$ cat src/rtl/hamming_secded_serial_rx.sv
// Serial Hamming SECDED receiver: accumulates syndrome/overall parity bit by bit, corrects single, flags double errors.
// Optional per-error-class event counters enabled by defining HAM_SECDED_ERR_CNT_EN.
module hamming_secded_serial_rx #(
  parameter int  DATA_W = 128,
  localparam int PAR_W  = $clog2(DATA_W + $clog2(DATA_W) + 1)
) (
  input  logic              clk,
  input  logic              reset_n,
  input  logic              start,
  input  logic              serial_in,
  input  logic              bit_valid,
  output logic              in_ready,
  output logic [DATA_W-1:0] dout,
  output logic              dout_valid,
  input  logic              dout_ready,
  output logic              err_single,
  output logic              err_double,
`ifdef HAM_SECDED_ERR_CNT_EN
  output logic [PAR_W-1:0]  err_pos,
  input  logic              cnt_clr,
  output logic [15:0]       cnt_single,
  output logic [15:0]       cnt_double
`else
  output logic [PAR_W-1:0]  err_pos
`endif
);

  localparam int CODE_W  = DATA_W + PAR_W;
  localparam int FRAME_W = CODE_W + 1;
  localparam int CNT_W   = $clog2(FRAME_W + 1);

  typedef enum logic [2:0] {S_IDLE, S_RECV, S_SYND, S_CHECK, S_OUT} state_t;
  typedef enum logic [1:0] {C_CLEAN, C_FIX, C_FIX_OVR, C_DOUBLE} cls_t;

  // Code position carrying payload bit idx (ascending non-power-of-two positions).
  function automatic int data_pos(input int idx);
    int k;
    int p;
    k = 0;
    p = 0;
    for (int q = 1; q <= CODE_W; q++) begin
      if ((q & (q - 1)) != 0) begin
        if (k == idx) p = q;
        k++;
      end
    end
    return p;
  endfunction

  state_t              state_q, state_d;
  cls_t                cls_q, cls_d;
  logic [CNT_W-1:0]    cnt_q, cnt_d;
  logic [PAR_W-1:0]    syn_q, syn_d;
  logic                ovr_q, ovr_d;
  logic [DATA_W-1:0]   data_q, data_d;
  logic [DATA_W-1:0]   dout_q, dout_d;
  logic                dout_valid_q, dout_valid_d;
  logic                err_single_q, err_single_d;
  logic                err_double_q, err_double_d;
  logic [PAR_W-1:0]    err_pos_q, err_pos_d;
`ifdef HAM_SECDED_ERR_CNT_EN
  logic [15:0]         cnt_single_q, cnt_single_d;
  logic [15:0]         cnt_double_q, cnt_double_d;
`endif

  logic [CNT_W-1:0]    pos;
  logic                pos_is_par;
  logic                pos_in_code;
  logic [DATA_W-1:0]   flip_mask;

  assign pos         = cnt_q + CNT_W'(1);
  assign pos_is_par  = (pos & (pos - CNT_W'(1))) == '0;
  assign pos_in_code = pos <= CNT_W'(CODE_W);

  // Each payload bit compares the syndrome against its own constant position.
  for (genvar i = 0; i < DATA_W; i++) begin : g_flip
    localparam int POS = data_pos(i);
    assign flip_mask[i] = (cls_q == C_FIX) && (syn_q == PAR_W'(POS));
  end

  always_comb begin
    // NOTE: every *_d gets a default first, so no path through the case infers a latch.
    state_d      = state_q;
    cls_d        = cls_q;
    cnt_d        = cnt_q;
    syn_d        = syn_q;
    ovr_d        = ovr_q;
    data_d       = data_q;
    dout_d       = dout_q;
    dout_valid_d = dout_valid_q;
    err_single_d = err_single_q;
    err_double_d = err_double_q;
    err_pos_d    = err_pos_q;
`ifdef HAM_SECDED_ERR_CNT_EN
    cnt_single_d = cnt_single_q;
    cnt_double_d = cnt_double_q;
`endif

    case (state_q)
      S_IDLE: begin
        if (start) begin
          state_d = S_RECV;
          cnt_d   = '0;
          syn_d   = '0;
          ovr_d   = 1'b0;
        end
      end
      S_RECV: begin
        if (bit_valid) begin
          cnt_d = pos;
          if (serial_in) begin
            ovr_d = ~ovr_q;
            if (pos_in_code) syn_d = syn_q ^ pos[PAR_W-1:0];
          end
          // Payload bits arrive in ascending index order, so a right shift lands data[0] at bit 0.
          if (pos_in_code && !pos_is_par) data_d = {serial_in, data_q[DATA_W-1:1]};
          if (cnt_q == CNT_W'(FRAME_W - 1)) state_d = S_SYND;
        end
      end
      S_SYND: begin
        if (!ovr_q)                        cls_d = (syn_q == '0) ? C_CLEAN : C_DOUBLE;
        else if (syn_q == '0)              cls_d = C_FIX_OVR;
        else if (syn_q <= PAR_W'(CODE_W))  cls_d = C_FIX;
        else                               cls_d = C_DOUBLE;
        state_d = S_CHECK;
      end
      S_CHECK: begin
        dout_d       = data_q ^ flip_mask;
        err_single_d = (cls_q == C_FIX) || (cls_q == C_FIX_OVR);
        err_double_d = (cls_q == C_DOUBLE);
        err_pos_d    = syn_q;
        dout_valid_d = 1'b1;
        state_d      = S_OUT;
`ifdef HAM_SECDED_ERR_CNT_EN
        if (err_single_d && cnt_single_q != 16'hFFFF) cnt_single_d = cnt_single_q + 16'd1;
        if (err_double_d && cnt_double_q != 16'hFFFF) cnt_double_d = cnt_double_q + 16'd1;
`endif
      end
      S_OUT: begin
        if (dout_ready) begin
          dout_valid_d = 1'b0;
          err_single_d = 1'b0;
          err_double_d = 1'b0;
          err_pos_d    = '0;
          syn_d        = '0;
          ovr_d        = 1'b0;
          cnt_d        = '0;
          state_d      = S_IDLE;
        end
      end
      default: state_d = S_IDLE;
    endcase

`ifdef HAM_SECDED_ERR_CNT_EN
    if (cnt_clr) begin
      cnt_single_d = '0;
      cnt_double_d = '0;
    end
`endif
  end

  always_ff @(posedge clk or negedge reset_n) begin
    if (!reset_n) begin
      state_q      <= S_IDLE;
      cls_q        <= C_CLEAN;
      cnt_q        <= '0;
      syn_q        <= '0;
      ovr_q        <= 1'b0;
      // NOTE: the payload shift register is reset too, so a frame cut short by reset leaves no stale bits.
      data_q       <= '0;
      dout_q       <= '0;
      dout_valid_q <= 1'b0;
      err_single_q <= 1'b0;
      err_double_q <= 1'b0;
      err_pos_q    <= '0;
`ifdef HAM_SECDED_ERR_CNT_EN
      cnt_single_q <= '0;
      cnt_double_q <= '0;
`endif
    end else begin
      // NOTE: non-blocking updates so every flop samples the pre-edge value of its neighbours.
      state_q      <= state_d;
      cls_q        <= cls_d;
      cnt_q        <= cnt_d;
      syn_q        <= syn_d;
      ovr_q        <= ovr_d;
      data_q       <= data_d;
      dout_q       <= dout_d;
      dout_valid_q <= dout_valid_d;
      err_single_q <= err_single_d;
      err_double_q <= err_double_d;
      err_pos_q    <= err_pos_d;
`ifdef HAM_SECDED_ERR_CNT_EN
      cnt_single_q <= cnt_single_d;
      cnt_double_q <= cnt_double_d;
`endif
    end
  end

  assign in_ready   = (state_q == S_IDLE) || (state_q == S_RECV);
  assign dout       = dout_q;
  assign dout_valid = dout_valid_q;
  assign err_single = err_single_q;
  assign err_double = err_double_q;
  assign err_pos    = err_pos_q;
`ifdef HAM_SECDED_ERR_CNT_EN
  assign cnt_single = cnt_single_q;
  assign cnt_double = cnt_double_q;
`endif

endmodule

$ cat config.mk
export PLATFORM = sky130hd
export DESIGN_NAME = hamming_secded_serial_rx
export DESIGN_NICKNAME = d
export VERILOG_FILES = /design/src/rtl/hamming_secded_serial_rx.sv
export SDC_FILE = /design/constraint.sdc
export NUM_CORES = 1
export LEC_CHECK = 0
export CORE_ASPECT_RATIO = 1.4
export CORE_MARGIN = 4
export CORE_UTILIZATION = 51
export CTS_CLUSTER_DIAMETER = 150
export CTS_CLUSTER_SIZE = 8
export DETAILED_ROUTE_END_ITERATION = 7
export PLACE_DENSITY = 0.76
export REMOVE_ABC_BUFFERS = 1
export SLEW_MARGIN = 30
export SYNTH_ARGS = -nofsm -noshare
export SYNTH_HDL_FRONTEND = slang
export SYNTH_SLANG_ARGS = --single-unit
$ cat constraint.sdc
create_clock -name clk -period 2.4 [get_ports clk]
set_input_delay 0.24 -clock clk [delete_from_list [all_inputs] [get_ports clk]]
set_output_delay 0.24 -clock clk [all_outputs]
set_load 0.1 [all_outputs]
## After elaboration in Yosys (flattened, before gate mapping)

Index checks and enable logic that the tools add are counted.

| operators by class | value |
|---|---|
| add/sub/neg operators | 2 |
| magnitude comparators | 2 |
| equality and inequality tests | 142 |
| mux-type cells | 26 |
| bitwise logic cells | 4 |
| reduce and logical (&&, ||, !) cells | 143 |

Operators with widths:

| kind | number |
|---|---|
| 8-bit by 7-bit equality test with 1-bit output (second input constant) | 63 |
| 8-bit by 6-bit equality test with 1-bit output (second input constant) | 31 |
| 1-bit logical AND | 129 |
| 128-bit XOR | 1 |
| 8-bit by 5-bit equality test with 1-bit output (second input constant) | 15 |
| 8-bit equality test (second input constant) | 9 |
| 8-bit by 4-bit equality test with 1-bit output (second input constant) | 7 |
| 8-bit two-way mux | 6 |
| 8-bit case mux with 3 select lines | 2 |
| 8-bit by 3-bit equality test with 1-bit output (second input constant) | 3 |
| 8-bit less-or-equal comparator (second input constant) | 2 |
| 8-bit logical NOT | 2 |
| 8-bit case mux with 2 select lines | 1 |
| 3-bit case mux with 5 select lines | 1 |
| 3-bit two-way mux | 4 |
| 2-bit != test (second input constant) | 6 |
| 8-bit by 1-bit adder with 8-bit output (second input constant) | 1 |
| 8-bit bitwise AND | 1 |
| 8-bit by 2-bit equality test with 1-bit output (second input constant) | 1 |
| 2-bit two-way mux | 4 |
| 4-bit AND reduction | 2 |
| 8-bit by 1-bit subtractor with 8-bit output (second input constant) | 1 |
| 8-bit XOR | 1 |
| 3-bit by 2-bit equality test with 1-bit output (second input constant) | 2 |
| 17 further kinds | 24 |

| storage, ports and cells | value |
|---|---|
| flip-flop bits (word level) | 289 |
| input bits | 6 |
| output and inout port bits | 140 |
| logic and storage cells | 330 |

## Longest topological paths before layout

Gate-level depths: netlist of run 1.

| logic depth | value |
|---|---|
| word-level depth | 7 |
| mapped depth | 10 |

## Least setup slack after synthesis of run 1

OpenSTA, ideal clock, no wires.

| timing | value |
|---|---|
| kind | register to register |
| start | register cnt_q[1] |
| end | register data_q[0] |
| setup time | 125 ps |
| arrival | 2457 ps |
| data required time | 2275 ps |
| path slack | -182 ps |
| cell stages (with the launch flop) | 11 |
| path buffers | 3 |
| period minus slack after synthesis | 2582 ps |
| path through | dfrtp_1 > ha_1 > buf_6 > nand3_2 > xnor2_1 > maj3_1 > o32ai_1 > a31oi_2 > buf_12 > buf_12 > mux2_4 |

| on the way | value |
|---|---|
| longest elaborated chain between the ends | 7 |
| elaborated cells between the ends (all ways) | 8 |
| classes of those cells | add/sub (2); order compare (1); bitwise (1); reduce/logical (4) |

RTL lines:

| item | line | text |
|---|---|---|
| from (decl) | 52 | `logic [CNT_W-1:0] cnt_q, cnt_d;` |
| from (signal assigned) | 184 | `cnt_q <= cnt_d;` |
| 8-bit by 1-bit adder with 8-bit output (*) | 71 | `assign pos = cnt_q + CNT_W'(1);` |
| 8-bit by 1-bit subtractor with 8-bit output | 72 | `assign pos_is_par = (pos & (pos - CNT_W'(1))) == '0;` |
| 8-bit bitwise AND | 72 |  |
| 8-bit logical NOT | 72 |  |
| 1-bit logical NOT | 116 | `if (pos_in_code && !pos_is_par) data_d = {serial_in, data_q[DATA_W-1:1]};` |
| 1-bit logical AND (*) | 116 |  |
| 3-bit AND reduction (no line) (*) | - |  |
| to (signal assigned) | 187 | `data_q <= data_d;` |
| to (decl) | 55 | `logic [DATA_W-1:0] data_q, data_d;` |

Every way passes the cells marked *; elsewhere a longest branch is shown, timed or not.
A chain may end at the register's enable or synchronous reset.

## Final worst setup path of run 1

| timing | value |
|---|---|
| start | register cnt_q[0] |
| end | register data_q[114] |

The elaborated chain is that of the path after synthesis.

==> flow_summary.toml, run 1 <==
[clock_tree]
clk_latency_ns = 0.54
cts_buffers = 42
cts_buffer_depth = 3
cts_num_sinks = 289
path_clk_slew_ns = 0.05
htreeDepth = 2
cts_tree = "built"
root_buffer = "clkbuf_16"

[logic_synthesis]
synthFlopType = "dfrtp_1"
async_flop_share = 1.00
syn_inst = 1205
ys_seq_elements = 289
synthesis.area_um2 = 13600
ys_seq_area_frac = 0.530
synth_area_per_cell_um2 = 11.3
ys_warn_count = 0
synth_edf_count = 0
synth_cell_types = 61

[run_status]
violations = "setup timing"
status = "finished, violations left"

[place]
post-place-ws_ns = -0.123
io_buffers = 145
dp_hpwl_um = 22600
place_congestion = 0.894
dpl_cell_area_um2 = 15400

[grt]
grt_usage = 0.225
grt-ovfl-total = 0
grt_pass1_vias = 9805
grt_pass1_wl_um = 52900
grt_max_degree = 258
grt_antenna_before_repair = 0

[routing]
wirelength_um = 33500
drtAntennaViolNets = 0
wl_per_cell_um = 19.3
routed_via_density = 5.46
drt_first_pass_iters = 7
vias = 9485
drc = 0
drt_iter0_drc = 608

[critical_path]
cp_max_fo = 13
cp.required_ns = 2.80
cp.arrival_ns = 2.85
crit_type = "register to register"
worstSetupStartpointType = "register"
end_kind = "register"
rrSetupSlack_ns = -0.06

[die]
die_h_um = 202
coreArea_um2 = 26300
die_x_um = 146
io_pins = 146
rows = 70
dieArea_um2 = 29500
initial_core_util = 0.519

[timing]
rsz0062_at_grt = "yes"
tns_ns = -4.08
timing.fmax_mhz = 407
fin_crit_ns = 2.46
final-max-slew-violation-count = 0
slew_headroom = 0.404
tightestPinTransition_ns = 0.894
hold_viol = 0
finalCritPeriodShare = 1.02
clock_skew_ns = 0.0299
setup_ws_ns = -0.0575
setup_viol = 123
whs_ns = 0.285

[finish]
syn_to_final_growth_pct = 23.3
fillers = 1980
final_cell_mix = "dfrtp_1, nand2_1, buf_4"
finalNetCount = 1424
num_antenna_cells = 0
drive_gt1_frac = 0.306
fin_util = 0.640
fin_area_um2 = 16800
final_common_cell = "dfrtp_1"

[flow_run]
maxCapViolCount = 0

[hold_path]
hold_class = "input pin to asynchronous set/reset pin"

[power]
p_leak_nw = 7.74
ir_drop_uv = 657
power_per_cell_area_nw_per_um2 = 834
==> layer usage <==
layer	global-route usage	vias to the layer above	part of all wire
li1	-	4420	-
met1	0.276	4705	0.41
met2	0.391	274	0.51
met3	0.0365	86	0.044
met4	0.0948	0	0.041
met5	0	-	0
==> cell type report <==
class	count	area, µm²	area share
Clock buffer	44	1080	0.0642
Clock inverter	2	17.5	0.00104
Inverter	9	33.8	0.00201
Multi-Input combinational cell	839	6050	0.360
Sequential cell	289	7230	0.430
Tap cell	324	405	0.0241
Timing Repair Buffer	231	1990	0.119
==> kinds of logic after synthesis <==
| group | after synthesis | synth area share |
|---|---|---|
| and+or+nand+nor | 372 | 0.114 |
| DFF | 289 | 0.530 |
| AOI/OAI and AO/OA | 191 | 0.0819 |
| xor gates and xnor gates | 139 | 0.0892 |
| muxes | 130 | 0.140 |
| buffers and inverters | 77 | 0.0385 |
| adders and majority gates | 7 | 0.00624 |
==> synthesized netlist by cell type, drive strengths merged, types with 3 or more instances <==
cell type  number  area [µm²]
and3            7        46.3
o31ai           3        22.5
mux2          129        1900
buf            22         319
nor2          106         398
o21ai         144         724
nand2         210         791
clkbuf         46         173
xnor2          80         701
xor2           59         517
dfrtp         289        7230
a22o           13         115
ha              6        75.1
nor3            7        40.0
a21oi           4        20.0
o211ai          4        30.0
nor2b           6        37.5
inv             9        33.8
nand3           9        50.1
nand2b         10        62.6
a31oi           5        37.5
==> worst paths after layout <==
path                                            to  depth (start not counted)                 start
min in group clk            state_q[2]$_DFFE_PN0P_                          3            dout_ready
max                        data_q[114]$_DFFE_PN0P_                         11  cnt_q[0]$_DFFE_PN0P_
min reg2reg                   dout[17]$_DFFE_PN0P_                          2  dout[17]$_DFFE_PN0P_
min                           dout[34]$_DFFE_PN0P_                          2               reset_n
max in group asynchronous    dout[107]$_DFFE_PN0P_                          3               reset_n
max reg2reg                data_q[114]$_DFFE_PN0P_                         11  cnt_q[0]$_DFFE_PN0P_
==> registers in the layout (all words and copies together) (netlist names) <==
register and cells:
cls_q 2, cnt_q 8, data_q 128, dout 128, err_pos 8, syn_q 8
dout_valid 1, state_q 3, err_single 1, err_double 1, ovr_q 1
==> timing repair <==
item	CTS	global route
cloned	0	1
hold endpoints to repair	65	0
endpoints found under the setup margin	115	121
pin swaps	0	5
gates resized for setup	17	16
buffers inserted	7	5
hold buffers	1	0
==> power breakdown <==
part / internal, mW / total, mW / switching [mW] / leakage, nW
clock network: 3.13 / 5.11 / 1.97 / 0.540
logic: 1.82 / 3.46 / 1.65 / 3.22
registers: 5.11 / 5.45 / 0.342 / 3.98
total: 10.1 / 14.0 / 3.96 / 7.74
==> per-stage QoR <==
stage                     total power, mW  std cells
after global placement               8.38       1678
after detailed placement             8.46       1678
after global routing                 14.5       1738
after CTS                            13.8       1732
after floorplan                      7.00       1137
final                                14.0       1738
==> worst max-delay path: stages (launching register included) <==
cell and delay (ns):
dfrtp_1 0.42, ha_4 0.22, nand3_2 0.11, buf_4 0.16, o21ba_4 0.18, nand3_2 0.09, o31ai_2 0.08, buf_4 0.15
a31oi_4 0.24, buf_12 0.20, buf_12 0.17, mux2_4 0.31
(Power assumes the default switching activity.)
==> inputs of run 2 (changes only) <==
Settings changed: CELL_PAD_IN_SITES_DETAIL_PLACEMENT from default to 0, CELL_PAD_IN_SITES_GLOBAL_PLACEMENT from default to 2, CORE_UTILIZATION 51 to 35, CTS_BUF_LIST from default to sky130_fd_sc_hd__clkbuf_4, PLACE_DENSITY 0.76 to default, PLACE_DENSITY_LB_ADDON from default to 0.1.
==> run 2 against run 1 <==
Compared with the run above: the run still ends with setup timing left; clock power down 50%; worst setup slack worse by 0.072 ns; critical path depth unchanged; global-route usage down 5.1 points; hold slack worse by 0.15 ns; critical endpoint is now data_q[60]$_DFFE_PN0P_; cell area down 1.1%.
==> flow_summary.toml, run 2 (synthesis gave the netlist of run 1 again) <==
[run_status]
status = "finished, violations left"
violations = "setup timing"

[routing]
wirelength_um = 36900
drt_first_pass_iters = 4
drtAntennaViolNets = 0
wl_per_cell_um = 18.8
drc = 0
routed_via_density = 4.67
drt_iter0_drc = 402
vias = 9149

[clock_tree]
cts_buffer_depth = 3
cts_tree = "built"
root_buffer = "clkbuf_4"
cts_num_sinks = 289
clk_latency_ns = 0.70
cts_buffers = 42
htreeDepth = 2
path_clk_slew_ns = 0.10

[timing]
final-max-slew-violation-count = 0
setup_viol = 128
slew_headroom = 0.565
rsz0062_at_grt = "yes"
setup_ws_ns = -0.130
fin_crit_ns = 2.53
clock_skew_ns = 0.0501
tightestPinTransition_ns = 0.653
finalCritPeriodShare = 1.05
timing.fmax_mhz = 395
hold_viol = 0

[critical_path]
regToRegStartpoint = "cnt_q[0]$_DFFE_PN0P_"
path_cells = "buf_6 -> inv_1 -> ha_4 -> nand2b_4 -> buf_4 -> o31ai_1 -> buf_4 -> a31oi_4 -> clkbuf_16 -> clkbuf_16 -> mux2_4"
slowest_stage = "dfrtp_1"
worstSetupStartpointType = "register"
rr_endpoint = "data_q[60]$_DFFE_PN0P_"
cp_top_family = "buffers and inverters"
rrSetupSlack_ns = -0.13
crit_buf_inv = 6
cp.required_ns = 2.96
end_kind = "register"
r2r_cells = 11
cp.arrival_ns = 3.09
crit_type = "register to register"
cp_max_fo = 7
cpPeakStageDelay_ns = 0.44

[hold_path]
hold_class = "input pin to asynchronous set/reset pin"

[finish]
final_cell_mix = "dfrtp_1, buf_4, nand2_1"
finalNetCount = 1448
final_common_cell = "dfrtp_1"
multi_input_area_um2 = 6090
final_cells = 1961
drive_gt1_frac = 0.322
seq_area_um2 = 7230
fillers = 3781
fin_util = 0.432
syn_to_final_growth_pct = 21.9

[die]
die_x_um = 175
initial_core_util = 0.354
io_pins = 146
coreArea_um2 = 38500
rows = 85
dieArea_um2 = 42200
die_h_um = 242

[flow_run]
maxCapViolCount = 0

[power]
ir_drop_uv = 354
p_leak_nw = 7.59
power_per_cell_area_nw_per_um2 = 690

[place]
place_congestion = 0.870
dp_cells = 1906
io_buffers = 145
dp_hpwl_um = 26300

[grt]
grt_antenna_before_repair = 1
grt_pass1_vias = 9716
grt_max_degree = 97
grt_pass1_wl_um = 57700
grt-ovfl-total = 0
grt_usage = 0.174
[run 2: changes by cell type in the layout (fill, tap and decap cells not counted), moves of 2 or more]
cell,before,now
clkbuf_16,44,3
buf_4,203,220
clkbuf_4,0,44
xnor2_2,1,3
buf_12,14,16
[run 2: worst max path at each step]
stage                              start                     end  slack [ns]  cells after the start
global placement    cnt_q[0]$_DFFE_PN0P_  data_q[14]$_DFFE_PN0P_       -0.16                     10
floorplan           cnt_q[0]$_DFFE_PN0P_  data_q[67]$_DFFE_PN0P_       -6.24                      7
detailed placement  cnt_q[0]$_DFFE_PN0P_  data_q[12]$_DFFE_PN0P_       -0.19                     10
CTS                 cnt_q[0]$_DFFE_PN0P_  data_q[49]$_DFFE_PN0P_       -0.09                     11
finish              cnt_q[0]$_DFFE_PN0P_  data_q[60]$_DFFE_PN0P_       -0.13                     11
global route        cnt_q[0]$_DFFE_PN0P_  data_q[50]$_DFFE_PN0P_       -0.18                     11
[run 2: cell type report]
| type | count | area share |
|---|---|---|
| diodes | 1 | 0.000151 |
| inverters | 9 | 0.00203 |
| multi-input cells | 839 | 0.367 |
| clock inverters | 2 | 0.000753 |
| flip-flops and latches | 289 | 0.435 |
| clock buffers | 44 | 0.0199 |
| repair buffers | 255 | 0.136 |
| well taps | 522 | 0.0393 |
[run 2: through the flow]
stage               hold WS, ns  instance area, µm²  worst slack, ns  power (mW)  setup TNS (ns)
finish                    0.132               16600           -0.130        11.5          -11.29
CTS                      0.0923               16300          -0.0942        11.2           -6.49
detailed placement        0.297               15900           -0.193        8.52          -19.34
floorplan               -0.0556               13200            -6.24        7.00        -1201.93
global route              0.154               16600           -0.181        12.1          -19.82
global placement          0.297               15900           -0.162        8.50          -16.79
[run 2: what timing repair did]
action                     4_1_cts  5_1_grt
pin swaps                        0        8
setup buffers                    0        3
setup endpoints to repair      128      128
cloned                           0        4
hold buffers                     1        0
hold endpoints to repair       228        0
resized for setup                4       43
[run 2: layer usage]
layer	vias up	share of wire	wire, µm	track usage
met5	-	0	0	0
met4	0	0.028	1020	0.0516
met3	59	0.033	1240	0.0275
met2	146	0.51	18700	0.304
met1	4470	0.43	16000	0.223
li1	4474	-	-	-
[run 2: report_power, final]
part | switching, mW | leakage (nW) | internal, mW
Clock | 1.70 | 0.211 | 0.851
Sequential | 0.289 | 3.98 | 5.09
Combinational | 1.67 | 3.39 | 1.86
==> inputs of run 3 (changes only) <==
Settings changed: SLEW_MARGIN 30 to 20.
==> results of run 3 <==
Same layout as run 2: the final DEF is identical, and so are final timing and power.
